`src/rtl/key_event_queue.sv`:
```
// Key event queue: detects ps2Key toggles, buffers {pressed, extended, scancode} in a FIFO and
// replays them as kstrobe pulses at least GAP cycles apart. Optional: KEYQ_REPEAT_FILTER_EN.
module key_event_queue #(
    parameter int unsigned DEPTH = 8,
    parameter logic [15:0] GAP   = 16'd1000
) (
    input  logic                    clock,
    input  logic                    reset,
    input  logic [10:0]             ps2Key,
    input  logic                    clear,
    output logic                    kstrobe,
    output logic                    kpress,
    output logic                    kext,
    output logic [7:0]              kcode,
    output logic [$clog2(DEPTH):0]  count,
    output logic                    overflow
);
    localparam int unsigned AW = $clog2(DEPTH);
    localparam logic [AW:0] DepthCnt = (AW+1)'(DEPTH);

    typedef enum logic {StIdle, StWait} state_e;

    logic              toggle_q, arm_q;
    logic [AW-1:0]     wr_ptr_q, wr_ptr_d, rd_ptr_q, rd_ptr_d;
    logic [AW:0]       count_q, count_d;
    logic              overflow_q, overflow_d;
    state_e            state_q, state_d;
    logic [15:0]       gap_q, gap_d;
    logic              kstrobe_q, kstrobe_d;
    logic              kpress_q, kpress_d, kext_q, kext_d;
    logic [7:0]        kcode_q, kcode_d;
    logic [9:0]        mem_q [DEPTH];
    logic [9:0]        head;
    logic              event_in, full, pop, is_repeat, push_req, push, drop;

    // The first edge after reset only arms the toggle register.
    assign event_in = arm_q && (ps2Key[10] != toggle_q) && !clear;
    assign full     = (count_q == DepthCnt);
    assign pop      = (state_q == StIdle) && (count_q != '0) && !clear;
    assign head     = mem_q[rd_ptr_q];

`ifdef KEYQ_REPEAT_FILTER_EN
    logic       filt_valid_q, filt_valid_d;
    logic [8:0] filt_key_q, filt_key_d;

    assign is_repeat = ps2Key[9] && filt_valid_q && (filt_key_q == ps2Key[8:0]);

    always_comb begin
        filt_valid_d = filt_valid_q;
        filt_key_d   = filt_key_q;
        if (clear) begin
            filt_valid_d = 1'b0;
        end else if (event_in) begin
            if (ps2Key[9]) begin
                if (push) begin
                    filt_valid_d = 1'b1;
                    filt_key_d   = ps2Key[8:0];
                end
            end else if (filt_valid_q && (filt_key_q == ps2Key[8:0])) begin
                filt_valid_d = 1'b0;
            end
        end
    end

    always_ff @(posedge clock or negedge reset) begin
        if (!reset) begin
            filt_valid_q <= 1'b0;
            filt_key_q   <= '0;
        end else begin
            filt_valid_q <= filt_valid_d;
            filt_key_q   <= filt_key_d;
        end
    end
`else
    assign is_repeat = 1'b0;
`endif

    // A full FIFO still accepts a write when the head is popped on the same edge.
    assign push_req = event_in && !is_repeat;
    assign push     = push_req && (!full || pop);
    assign drop     = push_req && full && !pop;

    always_comb begin
        wr_ptr_d   = wr_ptr_q;
        rd_ptr_d   = rd_ptr_q;
        count_d    = count_q;
        overflow_d = overflow_q;
        if (clear) begin
            wr_ptr_d   = '0;
            rd_ptr_d   = '0;
            count_d    = '0;
            overflow_d = 1'b0;
        end else begin
            if (push) wr_ptr_d = wr_ptr_q + AW'(1);
            if (pop)  rd_ptr_d = rd_ptr_q + AW'(1);
            if (push && !pop)      count_d = count_q + (AW+1)'(1);
            else if (pop && !push) count_d = count_q - (AW+1)'(1);
            if (drop) overflow_d = 1'b1;
        end
    end

    always_comb begin
        state_d   = state_q;
        gap_d     = gap_q;
        kstrobe_d = 1'b0;
        kpress_d  = kpress_q;
        kext_d    = kext_q;
        kcode_d   = kcode_q;
        if (clear) begin
            state_d = StIdle;
            gap_d   = '0;
        end else begin
            unique case (state_q)
                StIdle: begin
                    if (pop) begin
                        state_d   = StWait;
                        gap_d     = GAP - 16'd1;
                        kstrobe_d = 1'b1;
                        kpress_d  = head[9];
                        kext_d    = head[8];
                        kcode_d   = head[7:0];
                    end
                end
                StWait: begin
                    // Leave on the edge the counter reaches zero so strobes are exactly GAP apart.
                    if (gap_q <= 16'd1) begin
                        gap_d   = '0;
                        state_d = StIdle;
                    end else begin
                        gap_d = gap_q - 16'd1;
                    end
                end
            endcase
        end
    end

    always_ff @(posedge clock or negedge reset) begin
        if (!reset) begin
            toggle_q   <= 1'b0;
            arm_q      <= 1'b0;
            wr_ptr_q   <= '0;
            rd_ptr_q   <= '0;
            count_q    <= '0;
            overflow_q <= 1'b0;
            state_q    <= StIdle;
            gap_q      <= '0;
            kstrobe_q  <= 1'b0;
            kpress_q   <= 1'b0;
            kext_q     <= 1'b0;
            kcode_q    <= 8'h00;
        end else begin
            toggle_q   <= ps2Key[10];
            arm_q      <= 1'b1;
            wr_ptr_q   <= wr_ptr_d;
            rd_ptr_q   <= rd_ptr_d;
            count_q    <= count_d;
            overflow_q <= overflow_d;
            state_q    <= state_d;
            gap_q      <= gap_d;
            kstrobe_q  <= kstrobe_d;
            kpress_q   <= kpress_d;
            kext_q     <= kext_d;
            kcode_q    <= kcode_d;
        end
    end

    always_ff @(posedge clock) begin
        if (push) mem_q[wr_ptr_q] <= ps2Key[9:0];
    end

    assign kstrobe  = kstrobe_q && !clear;
    assign kpress   = kpress_q;
    assign kext     = kext_q;
    assign kcode    = kcode_q;
    assign count    = count_q;
    assign overflow = overflow_q;

endmodule
```
`config.mk`:
```
export PLATFORM = sky130hd
export DESIGN_NAME = key_event_queue
export DESIGN_NICKNAME = d
export VERILOG_FILES = /design/src/rtl/key_event_queue.sv
export SDC_FILE = /design/constraint.sdc
export NUM_CORES = 1
export LEC_CHECK = 0
export CAP_MARGIN = 25
export CORE_MARGIN = 2
export CORE_UTILIZATION = 59
export CTS_CLUSTER_DIAMETER = 100
export DETAILED_ROUTE_END_ITERATION = 10
export PLACE_DENSITY = 0.79
export SLEW_MARGIN = 20
export SYNTH_ARGS = -nofsm -noshare
export SYNTH_HDL_FRONTEND = slang
export SYNTH_SLANG_ARGS = --single-unit
export TNS_END_PERCENT = 5
```
`constraint.sdc`:
```
create_clock -name clock -period 3.6 [get_ports clock]
set_input_delay 0.36 -clock clock [delete_from_list [all_inputs] [get_ports clock]]
set_output_delay 0.36 -clock clock [all_outputs]
set_load 0.03 [all_outputs]
```
# Yosys cells after proc, flatten, opt, wreduce, memory -nomap -nowiden
# Memory sizes are Yosys's and may differ from the RTL's. A register that Yosys moved wholly into a read port is not among the register bits.
# Cells that the tools add are included.
op_classes:
  muxes: 21
  bitwise_logic: 2
  eq_ne: 3
  reduce_logical: 22
  order_cmp: 1
  addsub: 5
op_table:
  columns: ["cell", "count"]
  rows:
  - ["2-to-1 mux 16 bit", 3]
  - ["one-hot mux 16 bit (2 select lines)", 1]
  - ["less-or-equal comparator 16 x 1 -> 1 bit, second input constant", 1]
  - ["subtractor 16 x 1 -> 16 bit, second input constant", 1]
  - ["2-to-1 mux 3 bit", 4]
  - ["2-to-1 mux 4 bit", 3]
  - ["logical AND 1 bit", 10]
  - ["2-to-1 mux 1 bit", 9]
  - ["adder 3 x 1 -> 3 bit, second input constant", 2]
  - ["nonzero test 2 bit", 3]
  - ["zero test 1 bit", 5]
  - ["adder 4 x 1 -> 4 bit, second input constant", 1]
  - ["== test 4 bit, second input constant", 1]
  - ["nonzero test 4 bit", 1]
  - ["subtractor 4 x 1 -> 4 bit, second input constant", 1]
  - ["!= test 3 bit, second input constant", 1]
  - ["AND reduction 3 bit", 1]
  - ["nonzero test 3 bit", 1]
  - ["inverter 1 bit", 2]
  - ["one-hot mux 1 bit (2 select lines)", 1]
  - ["logical OR 1 bit", 1]
  - ["!= test 1 bit", 1]
word_totals:
  mem_count: 1
  in_bits: 14
  out_inout_bits: 16
  elab_cells: 64
  reg_bits: 31
  ramBits: 80
memory_table:
  columns: ["memory", "words", "word_bits", "rd", "rd_clocked_by_memory_dff", "wr", "line", "source"]
  rows:
  - ["mem_q", 8, 10, 1, 1, 1, "32", "logic [9:0] mem_q [DEPTH];"]

# Longest topological paths before layout
depth:
  ltp_word: 10
  mapped_depth: 10
  mapped_depth_nobuf: 9

# Worst setup path before layout
# OpenSTA, ideal clock, no wires.
synth_timing:
  path_kind: "register to register"
  from: "reg count_q[1] (netlist: count[1])"
  to: "reg count_q[3] (netlist: count[3])"
  setup_time_ns: 0.128
  path_buffers: 0
  t_arrival_ns: 2.599
  path_stages_with_launch: 10
  required_time_ns: 3.472
  slack_ns: 0.873
  synth_period_minus_slack_ns: 2.727
  path_cell_list: "dfrtp_1 -> nor4_1 -> nor2_1 -> or3_1 -> ha_1 -> a21o_1 -> a21oi_1 -> nor3_1 -> a21oi_1 -> mux2_1"
synth_between:
  elab_chain_len: 8
  word_cells_on_any_way: 17
  classes_between: "add/sub (2); eq/ne (1); mux (3); reduce/logical (11)"
synth_lines:
  columns: ["element", "line", "source"]
  rows:
  - ["from (decl)", "25", "logic [AW:0] count_q, count_d;"]
  - ["from (signal assigned)", "156", "count_q <= count_d;"]
  - ["parallel branches: the longest is 8 deep, another holds subtractor 4 x 1 -> 4 bit", null, null]
# Several ways; the timed one is not identified. The select of a mux whose other input is x is not followed.
# A chain may end at the register's enable or synchronous reset.

# Worst setup path after layout
layout_timing:
  from: "reg count_q[0] (netlist: count[0])"
  to: "reg count_q[3] (netlist: count[3])"
# Same word-level chain as after synthesis.

==> run summary <==
• sequential standard cell area: 0.003428 sq mm
• result of the run: completed
• worst-skew pair later-pin latency: 520 ps
• count of filler cells inserted in the layout: 540
• I/O Pins: 30
• overall via count from detail_route: 3022
• worst-case setup margin in the final layout: 580.5 ps
• total grt overflow: 0
• buffer type at the clock tree root: sky130_fd_sc_hd__clkbuf_8
• die outline area: 0.009495 sq mm
• fin nets: 415
• total count of max-transition violations in the final report: 0
• count of unresolved DRC violations after routing: 0
• signal arrival time at the worst endpoint: 3420 ps
• drt first pass iters: 4
• fin util: 0.7222
• area occupied by multi-input gates: 0.001647 sq mm
• combined area of all synthesized cells: 0.005151 sq mm
• largest driver fanout on the critical path: 7
• Via-to-Cell Ratio: 5.868
• Final Hold Viols: 0
• dpl cell area: 0.005627 sq mm
• count of cell types in the netlist: 50
• number of antenna violations at the first check in global routing: 0
• first-pass GRT wire length: 15.95 mm
• total inserted antenna cells: 0
• number of input and output port buffers inserted: 29
• Max Root-Sink Buffers: 2
• Synthesis Warnings: 0
• Final Instance Area: 0.006206 sq mm
• Horiz. Die Dim: 97.44 um
• number of sinks handled by clock tree synthesis: 121
• Critical Path End Type: flop
• max-cap check violation count: 0
• maximum VDD drop: 0.3991 mV
• final period demand of the worst path: 3020 ps
• Total Power: 4.863 mW
• number of synthesized flops with an enable pin: 80
• worst setup skew after layout: 13.38 ps
• worst path required time: 4000 ps
• WS Path Type: reg2reg
• detailed placer's ending HPWL: 6.083 mm
• number of setup buffers added after CTS: 0
• Seq/Total Area, Yosys: 0.6655
• mean cell area of the mapped netlist: 15.06 sq um
• clock-pin slew on the worst setup and hold paths: 60 ps
• total clock buffers created by CTS: 17
• standby leakage power: 2.319 nW
• Hold/Removal Path Class: in2async
• CTS tree: yes
• count of standard-cell rows: 34
• antenna violation net count after detailed routing: 0
• drt first-iter violations: 177
• Slew @ Worst Pin: 994.7 ps
• H-tree depth: 4
• Std-Cell Core Area: 0.008593 sq mm
• pre-CTS setup slack: 493.7 ps
• Initial Utilization: 0.5994
• growth of design area from synthesis to finish: 20.48%
• overall track demand over capacity in global routing: 0.2254
• Syn Inst Count: 342
• fraction of the cycle the final worst path needs: 0.8388
• height of the die: 97.44 um
• fraction of layout cells with a size suffix above 1: 0.1941
• share of synthesized registers carrying an async set or reset: 0.3388
• number of register bits inferred by synthesis: 121
• power density relative to cell area: 783.5 mW/mm^2
• final-report setup violation count: 0
• routability congestion estimate: 0.8489
• relative max-transition margin: 0.3369
• pin count of the biggest net entering global routing: 42
• detailed-route wire length: 9.656 mm
• Most used DFF post-synth: sky130_fd_sc_hd__edfxtp_1
• Setup crit start kind: flop
• average wire per standard cell: 18.75 um
• final setup TNS: 0 ps
• vias in the first global route: 3007
• Mapped Nets: 363
• maximum frequency from static timing analysis: 331.2 MHz
• unrepaired setup endpoints after global routing: false
[stage by stage]
| step | cells | hold WS (ps) |
|---|---|---|
| global placement | 481 | 459.9 |
| finish | 515 | 334.6 |
| global route | 515 | 336.5 |
| floorplan | 342 | 64.41 |
| CTS | 514 | 330.6 |
| detailed placement | 481 | 472.2 |
[cell families after synthesis]
kind of cell | share of synthesized area
other cells | 0.0007280
xor+xnor | 0.01700
simple gates | 0.1013
mux | 0.1156
flops | 0.6655
fa+ha+maj | 0.01846
compound gates | 0.06656
buf+inv | 0.01482
[cell usage after synthesis, types with 4 or more instances]
| master | number | share of area |
|---|---|---|
| sky130_fd_sc_hd__mux2i_1 | 12 | 0.023 |
| sky130_fd_sc_hd__mux4_2 | 20 | 0.087 |
| sky130_fd_sc_hd__xnor2_1 | 6 | 0.010 |
| sky130_fd_sc_hd__nand3_1 | 5 | 0.0049 |
| sky130_fd_sc_hd__or3_1 | 6 | 0.0073 |
| sky130_fd_sc_hd__ha_1 | 6 | 0.015 |
| sky130_fd_sc_hd__buf_2 | 4 | 0.0039 |
| sky130_fd_sc_hd__nor2_1 | 26 | 0.019 |
| sky130_fd_sc_hd__dfrtp_1 | 41 | 0.20 |
| sky130_fd_sc_hd__clkbuf_1 | 7 | 0.0051 |
| sky130_fd_sc_hd__nor3_1 | 12 | 0.012 |
| sky130_fd_sc_hd__a21oi_1 | 8 | 0.0078 |
| sky130_fd_sc_hd__edfxtp_1 | 80 | 0.47 |
| sky130_fd_sc_hd__a21o_1 | 8 | 0.012 |
| sky130_fd_sc_hd__o21ai_1 | 8 | 0.0078 |
| sky130_fd_sc_hd__xor2_1 | 4 | 0.0068 |
| sky130_fd_sc_hd__nand2b_1 | 4 | 0.0049 |
| sky130_fd_sc_hd__nor2b_1 | 4 | 0.0049 |
| sky130_fd_sc_hd__o21ai_0 | 12 | 0.012 |
| sky130_fd_sc_hd__nand2_1 | 23 | 0.017 |
| sky130_fd_sc_hd__inv_1 | 7 | 0.0051 |
[sequential cells by signal (all words and copies together), names as in the netlist]
signal,cells
state_q,1
count,4
toggle_q,1
mem_q,80
kcode,8
gap_q,16
rd_ptr_q,3
kext,1
overflow,1
kpress,1
wr_ptr_q,3
kstrobe_q,1
arm_q,1
[worst paths after layout]
| check | from | endpoint | slack, ps | cells past startpoint |
|---|---|---|---|---|
| worst max-delay path | count[0]$_DFFE_PN0P_ | count[3]$_DFFE_PN0P_ | 580 | 9 |
| worst min register to register | kcode[5]$_DFFE_PN0P_ | kcode[5]$_DFFE_PN0P_ | 480 | 2 |
| worst min-delay path | reset | gap_q[15]$_DFFE_PN0P_ | 330 | 2 |
| max in group asynchronous | reset | rd_ptr_q[2]$_DFFE_PN0P_ | 2790 | 3 |
| worst max register to register | count[0]$_DFFE_PN0P_ | count[3]$_DFFE_PN0P_ | 580 | 9 |
| min in group clock | ps2Key[10] | toggle_q$_DFF_PN0_ | 350 | 1 |
[cell usage in the layout, fill, tap and decap left out, types with 4 or more instances in the layout]
cell type,instances
sky130_fd_sc_hd__nand3_1,5
sky130_fd_sc_hd__a21o_1,8
sky130_fd_sc_hd__nor2b_1,4
sky130_fd_sc_hd__o21ai_0,12
sky130_fd_sc_hd__a21oi_1,8
sky130_fd_sc_hd__or3_1,6
sky130_fd_sc_hd__xnor2_1,6
sky130_fd_sc_hd__nand2_1,23
sky130_fd_sc_hd__nor2_1,26
sky130_fd_sc_hd__mux4_2,20
sky130_fd_sc_hd__nand2b_1,4
sky130_fd_sc_hd__mux2i_1,12
sky130_fd_sc_hd__edfxtp_1,80
sky130_fd_sc_hd__inv_6,9
sky130_fd_sc_hd__nor3_1,12
sky130_fd_sc_hd__clkbuf_16,16
sky130_fd_sc_hd__ha_1,6
sky130_fd_sc_hd__clkdlybuf4s50_1,28
sky130_fd_sc_hd__o21ai_1,8
sky130_fd_sc_hd__dfrtp_1,41
sky130_fd_sc_hd__buf_4,14
sky130_fd_sc_hd__xor2_1,4
sky130_fd_sc_hd__inv_1,7
[area by class of cell]
type / count / share of cell area
flip-flops and latches: 121 / 0.5524
well taps: 108 / 0.02177
clock buffers: 17 / 0.06673
multi-input cells: 202 / 0.2653
clock inverters: 15 / 0.02056
inverters: 7 / 0.004234
repair buffers: 45 / 0.06895
[what timing repair did]
| action | 4_1_cts | 5_1_grt |
|---|---|---|
| gates resized for setup | 0 | 0 |
| hold buffers | 1 | 0 |
| endpoints found under the hold margin | 38 | 0 |
[power by group]
group / internal, mW / switching (mW)
clock: 0.868 / 0.651
combinational: 0.669 / 0.790
sequential: 1.65 / 0.233
total: 3.19 / 1.67
[critical path, stage by stage, from the launching register on]
cell	delay [ps]
sky130_fd_sc_hd__dfrtp_1	460
sky130_fd_sc_hd__nor4_1	510
sky130_fd_sc_hd__nor2_1	240
sky130_fd_sc_hd__or3_1	410
sky130_fd_sc_hd__ha_1	310
sky130_fd_sc_hd__a21o_1	190
sky130_fd_sc_hd__a21oi_1	210
sky130_fd_sc_hd__nor3_1	70
sky130_fd_sc_hd__a21oi_1	170
sky130_fd_sc_hd__mux2_1	330
[metal layers]
metal  part of all wire  vias to the layer above  global-route usage  routed length (um)
met1               0.43                     1518              0.3033                4189
met2               0.50                       91              0.3517                4794
met4              0.012                        0             0.09295                 114
li1                   -                     1402                   -                   -
met5                  0                        -                   0                   0
met3              0.058                       11             0.06331                 557
Power figures use the tool's default switching activity.
